[config.mk]
export PLATFORM = sky130hd
export DESIGN_NAME = pmem_arbiter_flat
export DESIGN_NICKNAME = d
export VERILOG_FILES = /design/src/rtl/pmem_arbiter_pkg.sv /design/src/rtl/pmem_arbiter_if.sv /design/src/rtl/pmem_arbiter_sat_counter.sv /design/src/rtl/pmem_arbiter.sv /design/src/flat_wrapper.sv
export SDC_FILE = /design/constraint.sdc
export NUM_CORES = 1
export LEC_CHECK = 0
export ABC_AREA = 1
export BUFFER_PORTS_ARGS = -buffer_cell sky130_fd_sc_hd__buf_2
export CAP_MARGIN = 15
export CORE_AREA = 2 2 281 283
export CTS_CLUSTER_DIAMETER = 200
export DETAILED_ROUTE_END_ITERATION = 6
export DIE_AREA = 0 0 283 285
export PLACE_DENSITY = 0.36
export SYNTH_ARGS = -nofsm -noshare
export SYNTH_HDL_FRONTEND = slang
export SYNTH_SLANG_ARGS = --single-unit
[constraint.sdc]
create_clock -name clk -period 1.92 [get_ports clk]
set_input_delay 0.096 -clock clk [delete_from_list [all_inputs] [get_ports clk]]
set_output_delay 0.096 -clock clk [all_outputs]
set_load 0.05 [all_outputs]
[src/rtl/pmem_arbiter_pkg.sv]
// Purpose: shared LC-3b memory types plus the pmem arbiter state encoding.
// Latency: n/a (types, constants and one helper only).
// Backpressure: n/a.
package pmem_arbiter_pkg;

    typedef logic [15:0]  lc3b_word;
    typedef logic [127:0] lc3b_c_block;

    // Arbiter FSM states, exported so benches can compare against them.
    typedef enum logic [1:0] {
        IDLE   = 2'd0,
        I_BUSY = 2'd1,
        D_BUSY = 2'd2
    } pmem_arb_state_t;

    // Which cache owned the most recent grant (round-robin pointer).
    typedef enum logic {
        GRANT_I = 1'b0,
        GRANT_D = 1'b1
    } pmem_arb_owner_t;

    // One line is 16 bytes, so the low nibble of a line address is always zero.
    localparam lc3b_word LINE_MASK = 16'hFFF0;

    function automatic lc3b_word line_align(input lc3b_word addr);
        return addr & LINE_MASK;
    endfunction

endpackage

[src/rtl/pmem_arbiter_if.sv]
// Purpose: bundles both cache line ports and the physical-memory port.
// Latency: n/a (wires only).
// Backpressure: level requests held by each cache until its own resp pulse.
// Ports: icache_* / dcache_* cache side, pmem_* physical-memory side.
//   slave  = arbiter view (requests in, memory strobes out).
//   master = environment view (caches and memory model).
interface pmem_arbiter_if;
    import pmem_arbiter_pkg::*;

    logic        icache_pmem_read;
    lc3b_word    icache_pmem_address;
    lc3b_c_block icache_pmem_rdata;
    logic        icache_pmem_resp;

    logic        dcache_pmem_read;
    logic        dcache_pmem_write;
    lc3b_word    dcache_pmem_address;
    lc3b_c_block dcache_pmem_wdata;
    lc3b_c_block dcache_pmem_rdata;
    logic        dcache_pmem_resp;

    logic        pmem_read;
    logic        pmem_write;
    lc3b_word    pmem_address;
    lc3b_c_block pmem_wdata;
    lc3b_c_block pmem_rdata;
    logic        pmem_resp;

    modport slave (
        input  icache_pmem_read, icache_pmem_address,
        output icache_pmem_rdata, icache_pmem_resp,
        input  dcache_pmem_read, dcache_pmem_write, dcache_pmem_address, dcache_pmem_wdata,
        output dcache_pmem_rdata, dcache_pmem_resp,
        output pmem_read, pmem_write, pmem_address, pmem_wdata,
        input  pmem_rdata, pmem_resp
    );

    modport master (
        output icache_pmem_read, icache_pmem_address,
        input  icache_pmem_rdata, icache_pmem_resp,
        output dcache_pmem_read, dcache_pmem_write, dcache_pmem_address, dcache_pmem_wdata,
        input  dcache_pmem_rdata, dcache_pmem_resp,
        input  pmem_read, pmem_write, pmem_address, pmem_wdata,
        output pmem_rdata, pmem_resp
    );

endinterface

[src/rtl/pmem_arbiter_sat_counter.sv]
// Purpose: saturating up-counter for contention statistics.
// Latency: count reflects inc one cycle later.
// Backpressure: none; holds at all-ones instead of wrapping.
// Ports: clk, rst_n (async active-low), inc, count.
module sat_counter #(
    parameter int width = 16
) (
    input  logic             clk,
    input  logic             rst_n,
    input  logic             inc,
    output logic [width-1:0] count
);

    localparam logic [width-1:0] ONE = {{(width-1){1'b0}}, 1'b1};

    logic [width-1:0] count_q;
    logic [width-1:0] count_d;

    always_comb begin
        count_d = count_q;
        if (inc && (count_q != {width{1'b1}})) begin
            count_d = count_q + ONE;
        end
    end

    always_ff @(posedge clk or negedge rst_n) begin
        if (!rst_n) begin
            count_q <= '0;
        end else begin
            count_q <= count_d;
        end
    end

    assign count = count_q;

endmodule

[src/rtl/pmem_arbiter.sv]
// Purpose: round-robin share of one physical-memory port between icache and dcache.
// Latency: grant registered (request in IDLE -> strobe next cycle); resp/rdata combinational.
// Backpressure: loser waits with request held; one IDLE cycle between every transaction.
// Ports: clk, rst_n, bus (pmem_arbiter_if.slave), icache/dcache_wait_count (saturating).
module pmem_arbiter
    import pmem_arbiter_pkg::*;
#(
    parameter int CNT_WIDTH = 16
) (
    input  logic                 clk,
    input  logic                 rst_n,
    pmem_arbiter_if.slave        bus,
    output logic [CNT_WIDTH-1:0] icache_wait_count,
    output logic [CNT_WIDTH-1:0] dcache_wait_count
);

    pmem_arb_state_t state_q, state_d;
    pmem_arb_owner_t last_grant_q, last_grant_d;
    lc3b_word        addr_q, addr_d;
    lc3b_c_block     wdata_q, wdata_d;
    logic            write_q, write_d;

    logic i_req;
    logic d_req;
    logic grant_i;
    logic grant_d;
    logic busy;

    assign i_req = bus.icache_pmem_read;
    assign d_req = bus.dcache_pmem_read | bus.dcache_pmem_write;
    assign busy  = (state_q == I_BUSY) || (state_q == D_BUSY);

    always_comb begin
        state_d      = state_q;
        last_grant_d = last_grant_q;
        addr_d       = addr_q;
        wdata_d      = wdata_q;
        write_d      = write_q;
        grant_i      = 1'b0;
        grant_d      = 1'b0;

        case (state_q)
            IDLE: begin
                // On a tie the cache that did not win last time goes first.
                if (d_req && (!i_req || (last_grant_q == GRANT_I))) begin
                    grant_d = 1'b1;
                end else if (i_req) begin
                    grant_i = 1'b1;
                end
            end
            I_BUSY, D_BUSY: begin
                // Always return to IDLE so the strobes drop between transactions.
                if (bus.pmem_resp) begin
                    state_d = IDLE;
                end
            end
            default: state_d = IDLE;
        endcase

        if (grant_d) begin
            state_d      = D_BUSY;
            last_grant_d = GRANT_D;
            addr_d       = line_align(bus.dcache_pmem_address);
            wdata_d      = bus.dcache_pmem_wdata;
            // Read and write together is a write-back.
            write_d      = bus.dcache_pmem_write;
        end else if (grant_i) begin
            state_d      = I_BUSY;
            last_grant_d = GRANT_I;
            addr_d       = line_align(bus.icache_pmem_address);
            write_d      = 1'b0;
        end
    end

    always_ff @(posedge clk or negedge rst_n) begin
        if (!rst_n) begin
            state_q      <= IDLE;
            last_grant_q <= GRANT_I;
            addr_q       <= '0;
            wdata_q      <= '0;
            write_q      <= 1'b0;
        end else begin
            state_q      <= state_d;
            last_grant_q <= last_grant_d;
            addr_q       <= addr_d;
            wdata_q      <= wdata_d;
            write_q      <= write_d;
        end
    end

    // Memory side: strobes only while BUSY, from the op latched at grant.
    assign bus.pmem_read    = busy & ~write_q;
    assign bus.pmem_write   = busy & write_q;
    assign bus.pmem_address = addr_q;
    assign bus.pmem_wdata   = wdata_q;

    // Return path steered to the owner only; the idle side sees zeros.
    assign bus.icache_pmem_resp  = (state_q == I_BUSY) & bus.pmem_resp;
    assign bus.dcache_pmem_resp  = (state_q == D_BUSY) & bus.pmem_resp;
    assign bus.icache_pmem_rdata = (state_q == I_BUSY) ? bus.pmem_rdata : '0;
    assign bus.dcache_pmem_rdata = (state_q == D_BUSY) ? bus.pmem_rdata : '0;

    // A requester is waiting whenever it asks and is not the current owner,
    // including the IDLE cycle in which it is being granted.
    sat_counter #(.width(CNT_WIDTH)) u_icache_wait (
        .clk   (clk),
        .rst_n (rst_n),
        .inc   (i_req && (state_q != I_BUSY)),
        .count (icache_wait_count)
    );

    sat_counter #(.width(CNT_WIDTH)) u_dcache_wait (
        .clk   (clk),
        .rst_n (rst_n),
        .inc   (d_req && (state_q != D_BUSY)),
        .count (dcache_wait_count)
    );

endmodule

[src/flat_wrapper.sv]
// flat-port wrapper written by rule: the top's interface ports become plain ports
module pmem_arbiter_flat import pmem_arbiter_pkg::*;
#(
    parameter int CNT_WIDTH = 16
)
  (clk, rst_n, icache_wait_count, dcache_wait_count, bus_icache_pmem_read, bus_icache_pmem_address, bus_icache_pmem_rdata, bus_icache_pmem_resp, bus_dcache_pmem_read, bus_dcache_pmem_write, bus_dcache_pmem_address, bus_dcache_pmem_wdata, bus_dcache_pmem_rdata, bus_dcache_pmem_resp, bus_pmem_read, bus_pmem_write, bus_pmem_address, bus_pmem_wdata, bus_pmem_rdata, bus_pmem_resp);
  pmem_arbiter_if bus_i ();
  input  logic clk;
  input  logic rst_n;
  output logic [CNT_WIDTH-1:0] icache_wait_count;
  output logic [CNT_WIDTH-1:0] dcache_wait_count;
  input wire logic [$bits(bus_i.icache_pmem_read)-1:0] bus_icache_pmem_read;
  input wire logic [$bits(bus_i.icache_pmem_address)-1:0] bus_icache_pmem_address;
  output wire logic [$bits(bus_i.icache_pmem_rdata)-1:0] bus_icache_pmem_rdata;
  output wire logic [$bits(bus_i.icache_pmem_resp)-1:0] bus_icache_pmem_resp;
  input wire logic [$bits(bus_i.dcache_pmem_read)-1:0] bus_dcache_pmem_read;
  input wire logic [$bits(bus_i.dcache_pmem_write)-1:0] bus_dcache_pmem_write;
  input wire logic [$bits(bus_i.dcache_pmem_address)-1:0] bus_dcache_pmem_address;
  input wire logic [$bits(bus_i.dcache_pmem_wdata)-1:0] bus_dcache_pmem_wdata;
  output wire logic [$bits(bus_i.dcache_pmem_rdata)-1:0] bus_dcache_pmem_rdata;
  output wire logic [$bits(bus_i.dcache_pmem_resp)-1:0] bus_dcache_pmem_resp;
  output wire logic [$bits(bus_i.pmem_read)-1:0] bus_pmem_read;
  output wire logic [$bits(bus_i.pmem_write)-1:0] bus_pmem_write;
  output wire logic [$bits(bus_i.pmem_address)-1:0] bus_pmem_address;
  output wire logic [$bits(bus_i.pmem_wdata)-1:0] bus_pmem_wdata;
  input wire logic [$bits(bus_i.pmem_rdata)-1:0] bus_pmem_rdata;
  input wire logic [$bits(bus_i.pmem_resp)-1:0] bus_pmem_resp;
  assign bus_i.icache_pmem_read = bus_icache_pmem_read;
  assign bus_i.icache_pmem_address = bus_icache_pmem_address;
  assign bus_icache_pmem_rdata = bus_i.icache_pmem_rdata;
  assign bus_icache_pmem_resp = bus_i.icache_pmem_resp;
  assign bus_i.dcache_pmem_read = bus_dcache_pmem_read;
  assign bus_i.dcache_pmem_write = bus_dcache_pmem_write;
  assign bus_i.dcache_pmem_address = bus_dcache_pmem_address;
  assign bus_i.dcache_pmem_wdata = bus_dcache_pmem_wdata;
  assign bus_dcache_pmem_rdata = bus_i.dcache_pmem_rdata;
  assign bus_dcache_pmem_resp = bus_i.dcache_pmem_resp;
  assign bus_pmem_read = bus_i.pmem_read;
  assign bus_pmem_write = bus_i.pmem_write;
  assign bus_pmem_address = bus_i.pmem_address;
  assign bus_pmem_wdata = bus_i.pmem_wdata;
  assign bus_i.pmem_rdata = bus_pmem_rdata;
  assign bus_i.pmem_resp = bus_pmem_resp;
  pmem_arbiter #(.CNT_WIDTH(CNT_WIDTH)) u_core (.clk(clk), .rst_n(rst_n), .bus(bus_i), .icache_wait_count(icache_wait_count), .dcache_wait_count(dcache_wait_count));
endmodule
==> impl_metrics.env <==
export IMPL_outcome="finished with violations"
export IMPL_violations="setup timing"
export IMPL_drtAntennaViolNets=0
export IMPL_port_buffers=717
export IMPL_place_inst=2973
export IMPL_cp_end_kind="output port"
export IMPL_max_freq_mhz=498.5
export IMPL_synth_area_leaders="dfrtp_1 46%, nand2_1 15%, mux2_1 14%, inv_1 11%, buf_6 2.0%"
export IMPL_grt_overflow=0
export IMPL_slew_headroom_pct=58.24
export IMPL_tightest_slew_ns=0.6264
export IMPL_dp_final_hpwl_mm=47.00
export IMPL_power_density_mw_per_mm2=1696
export IMPL_synth_cell_types=24
export IMPL_gp_congestion=0.8940
export IMPL_hold_violations=0
export IMPL_critPathKind="register to output port"
export IMPL_core_area_mm2=0.07797
export IMPL_layout_drive_gt1_share_pct=52.81
export IMPL_first_iter_violations=531
export IMPL_cts_made_buffers=17
export IMPL_netlist_area_mm2=0.009659
export IMPL_setup_viol=125
export IMPL_tritoncts="done"
export IMPL_skew_ns=0.02550
export IMPL_cts_max_level=4
export IMPL_rsz0062_at_grt="yes"
export IMPL_first_pass_iters=5
export IMPL_cp_slowest_cell="dfrtp_1"
export IMPL_crit_path_max_fanout=6
export IMPL_max_cap_viol_count=0
export IMPL_grt_pass1_vias=11610
export IMPL_num_io_pins=730
export IMPL_leakage_nw=11.52
export IMPL_cp_slowest_stage_delay_ns=0.43
export IMPL_power_w=0.03508
export IMPL_start_util_pct=12.39
export IMPL_grt_max_degree=55
export IMPL_postSynthAreaPerCell_um2=8.043
export IMPL_synth_common_cells="392 x nand2_1, 285 x inv_1, 176 x dfrtp_1, 123 x mux2_1, 48 x nor2_1"
export IMPL_crit_family="buffers and inverters"
export IMPL_cp_num_buf_inv=6
export IMPL_dieArea_mm2=0.08066
export IMPL_nets=2439
export IMPL_dpl_cell_area_mm2=0.01489
export IMPL_clk_latency_ns=0.46
export IMPL_crit_chain="inv_2 > ha_4 > buf_12 > buf_12 > clkbuf_16 > nand2_2 > inv_2 > buf_8"
export IMPL_min_delay_path_class="input port to async pin"
export IMPL_chipWidth_um=283
export IMPL_grt_antenna_before_repair=41
export IMPL_synth_top_flop_cell="dfrtp_1"
export IMPL_row_count=103
export IMPL_worst_slack_ns=-0.08600
export IMPL_grt_util_all_layers_pct=13.72
export IMPL_multi_input_area_mm2=0.004559
export IMPL_seqCellArea_mm2=0.004404
export IMPL_finalNonFillerCells=3213
export IMPL_cts_sinks=176
export IMPL_wl_per_cell_um=18.45
export IMPL_ir_worst_vdd_v=0.0009152
export IMPL_synth_seq_cells=176
export IMPL_async_reset_ff_share_pct=100.0
export IMPL_via_per_inst=3.598
export IMPL_n_fill_cell=8456
export IMPL_yosysWarnings=0
export IMPL_clk_path_buf_depth=2
export IMPL_crit_arrival_ns=1.91
export IMPL_cts_root_buffer="clkbuf_16"
export IMPL_rrSetupSlack_ns=0.13
export IMPL_dr_total_vias=11560
export IMPL_ys_seq_area_share_pct=45.60
export IMPL_drc_errors=0
export IMPL_synthCells=1201
export IMPL_period_share_pct=104.5
export IMPL_clkTransAtPathRegs_ns=0.07
export IMPL_tns_ns=-4.807
export IMPL_slew_viol_final=0
export IMPL_yosys_area_top_type="dfrtp_1"
export IMPL_die_h_um=285
export IMPL_routed_wl_mm=59.28
export IMPL_synth_most_common_cell="nand2_1"
export IMPL_grt_pass1_wl_mm=80.98
export IMPL_final_area_mm2=0.02069
export IMPL_required_ns=1.82
export IMPL_syn2layout_area_growth_pct=114.2
export IMPL_fin_crit_ns=2.006
export IMPL_synth_top_area_share_pct=45.60
export IMPL_cp_start_kind="register"
export IMPL_synth_edf_count=0
-- routing by layer --
layer	part of all wire (%)	global-route usage (%)	wire length [um]
met1	42	17.00	24960
met2	45	21.04	26430
met3	11	6.784	6536
met4	1.8	3.670	1045
met5	0.51	0	301
-- where the power goes --
part	total, W	switching, W	internal, W
combinational	0.0252	0.0168	0.00833
clock	0.00362	0.00162	0.00200
sequential	0.00630	0.000909	0.00539
total	0.0351	0.0194	0.0157
-- cell type report --
class                      count  share of cell area, %
clock buffer                  21                  2.226
sequential                   176                  21.29
timing repair buffer         974                  42.08
inverter                     289                  5.280
tap                         1050                  6.350
clock inverter                11                 0.6169
multi-input combinational    682                  22.04
antenna                       10                 0.1210
-- layout by cell type (no fill, tap or decap), drive strengths merged --
cell type / n
nor2: 50
clkinvlp: 3
buf: 804
ha: 5
clkbuf: 36
dfrtp: 176
inv: 291
nand3: 18
dlygate4sd3: 155
nand4: 24
nand2: 399
xnor2: 14
o21ai: 24
diode: 10
bufinv: 2
mux2: 128
clkinv: 4
a21oi: 16
conb: 4
-- kinds of logic (layout without fill, tap and decap cells) --
logic type                 after synthesis  count (layout)  synth area share (%)
buffers and inverters                  346            1295                 15.06
adders and majority gates                5               5                0.6477
DFF                                    176             176                 45.60
and+or+nand+nor                        491             491                 20.27
xor gates and xnor gates                14              14                 1.269
muxes                                  128             128                 14.92
other                                    1              14               0.03882
AOI/OAI and AO/OA                       40              40                 2.189
-- flip-flops by register name, indices dropped and copies added (netlist names) --
register	count
u_core.bus.pmem_address	12
u_core.u_dcache_wait.count	16
u_core.bus.pmem_wdata	128
u_core.state_q	2
u_core.last_grant_q	1
u_core.write_q	1
u_core.u_icache_wait.count	16
-- worst paths after layout --
kind / start / to / cells after the start
max reg2reg: u_core.state_q[0] / u_core.u_icache_wait.count[0] / 10
min: rst_n / u_core.bus.pmem_wdata[35] / 2
min reg2reg: u_core.last_grant_q / u_core.last_grant_q / 2
min in group clk: bus_icache_pmem_read / u_core.u_icache_wait.count[15] / 6
max in group asynchronous: rst_n / u_core.bus.pmem_wdata[34] / 3
max: u_core.state_q[1] / bus_icache_pmem_rdata[38] / 8
-- what timing repair did --
item	in CTS	in global routing
hold buffers	155	0
pin swaps	2	29
hold endpoints to repair	188	0
gates cloned	12	17
gates resized for setup	527	456
setup buffers	12	6
setup endpoints to repair	258	273
-- stage by stage --
step                setup WS, ns  utilization [%]  hold slack (ns)
floorplan                0.05654                -          -0.1996
global placement          0.1423            19.10           0.1385
detailed placement        0.1128            19.10           0.1429
CTS                      -0.1115            24.48           0.1529
global route             -0.1779            26.52           0.2092
finish                  -0.08600            26.53           0.1929
No activity file was read; power rests on OpenSTA's default activity.
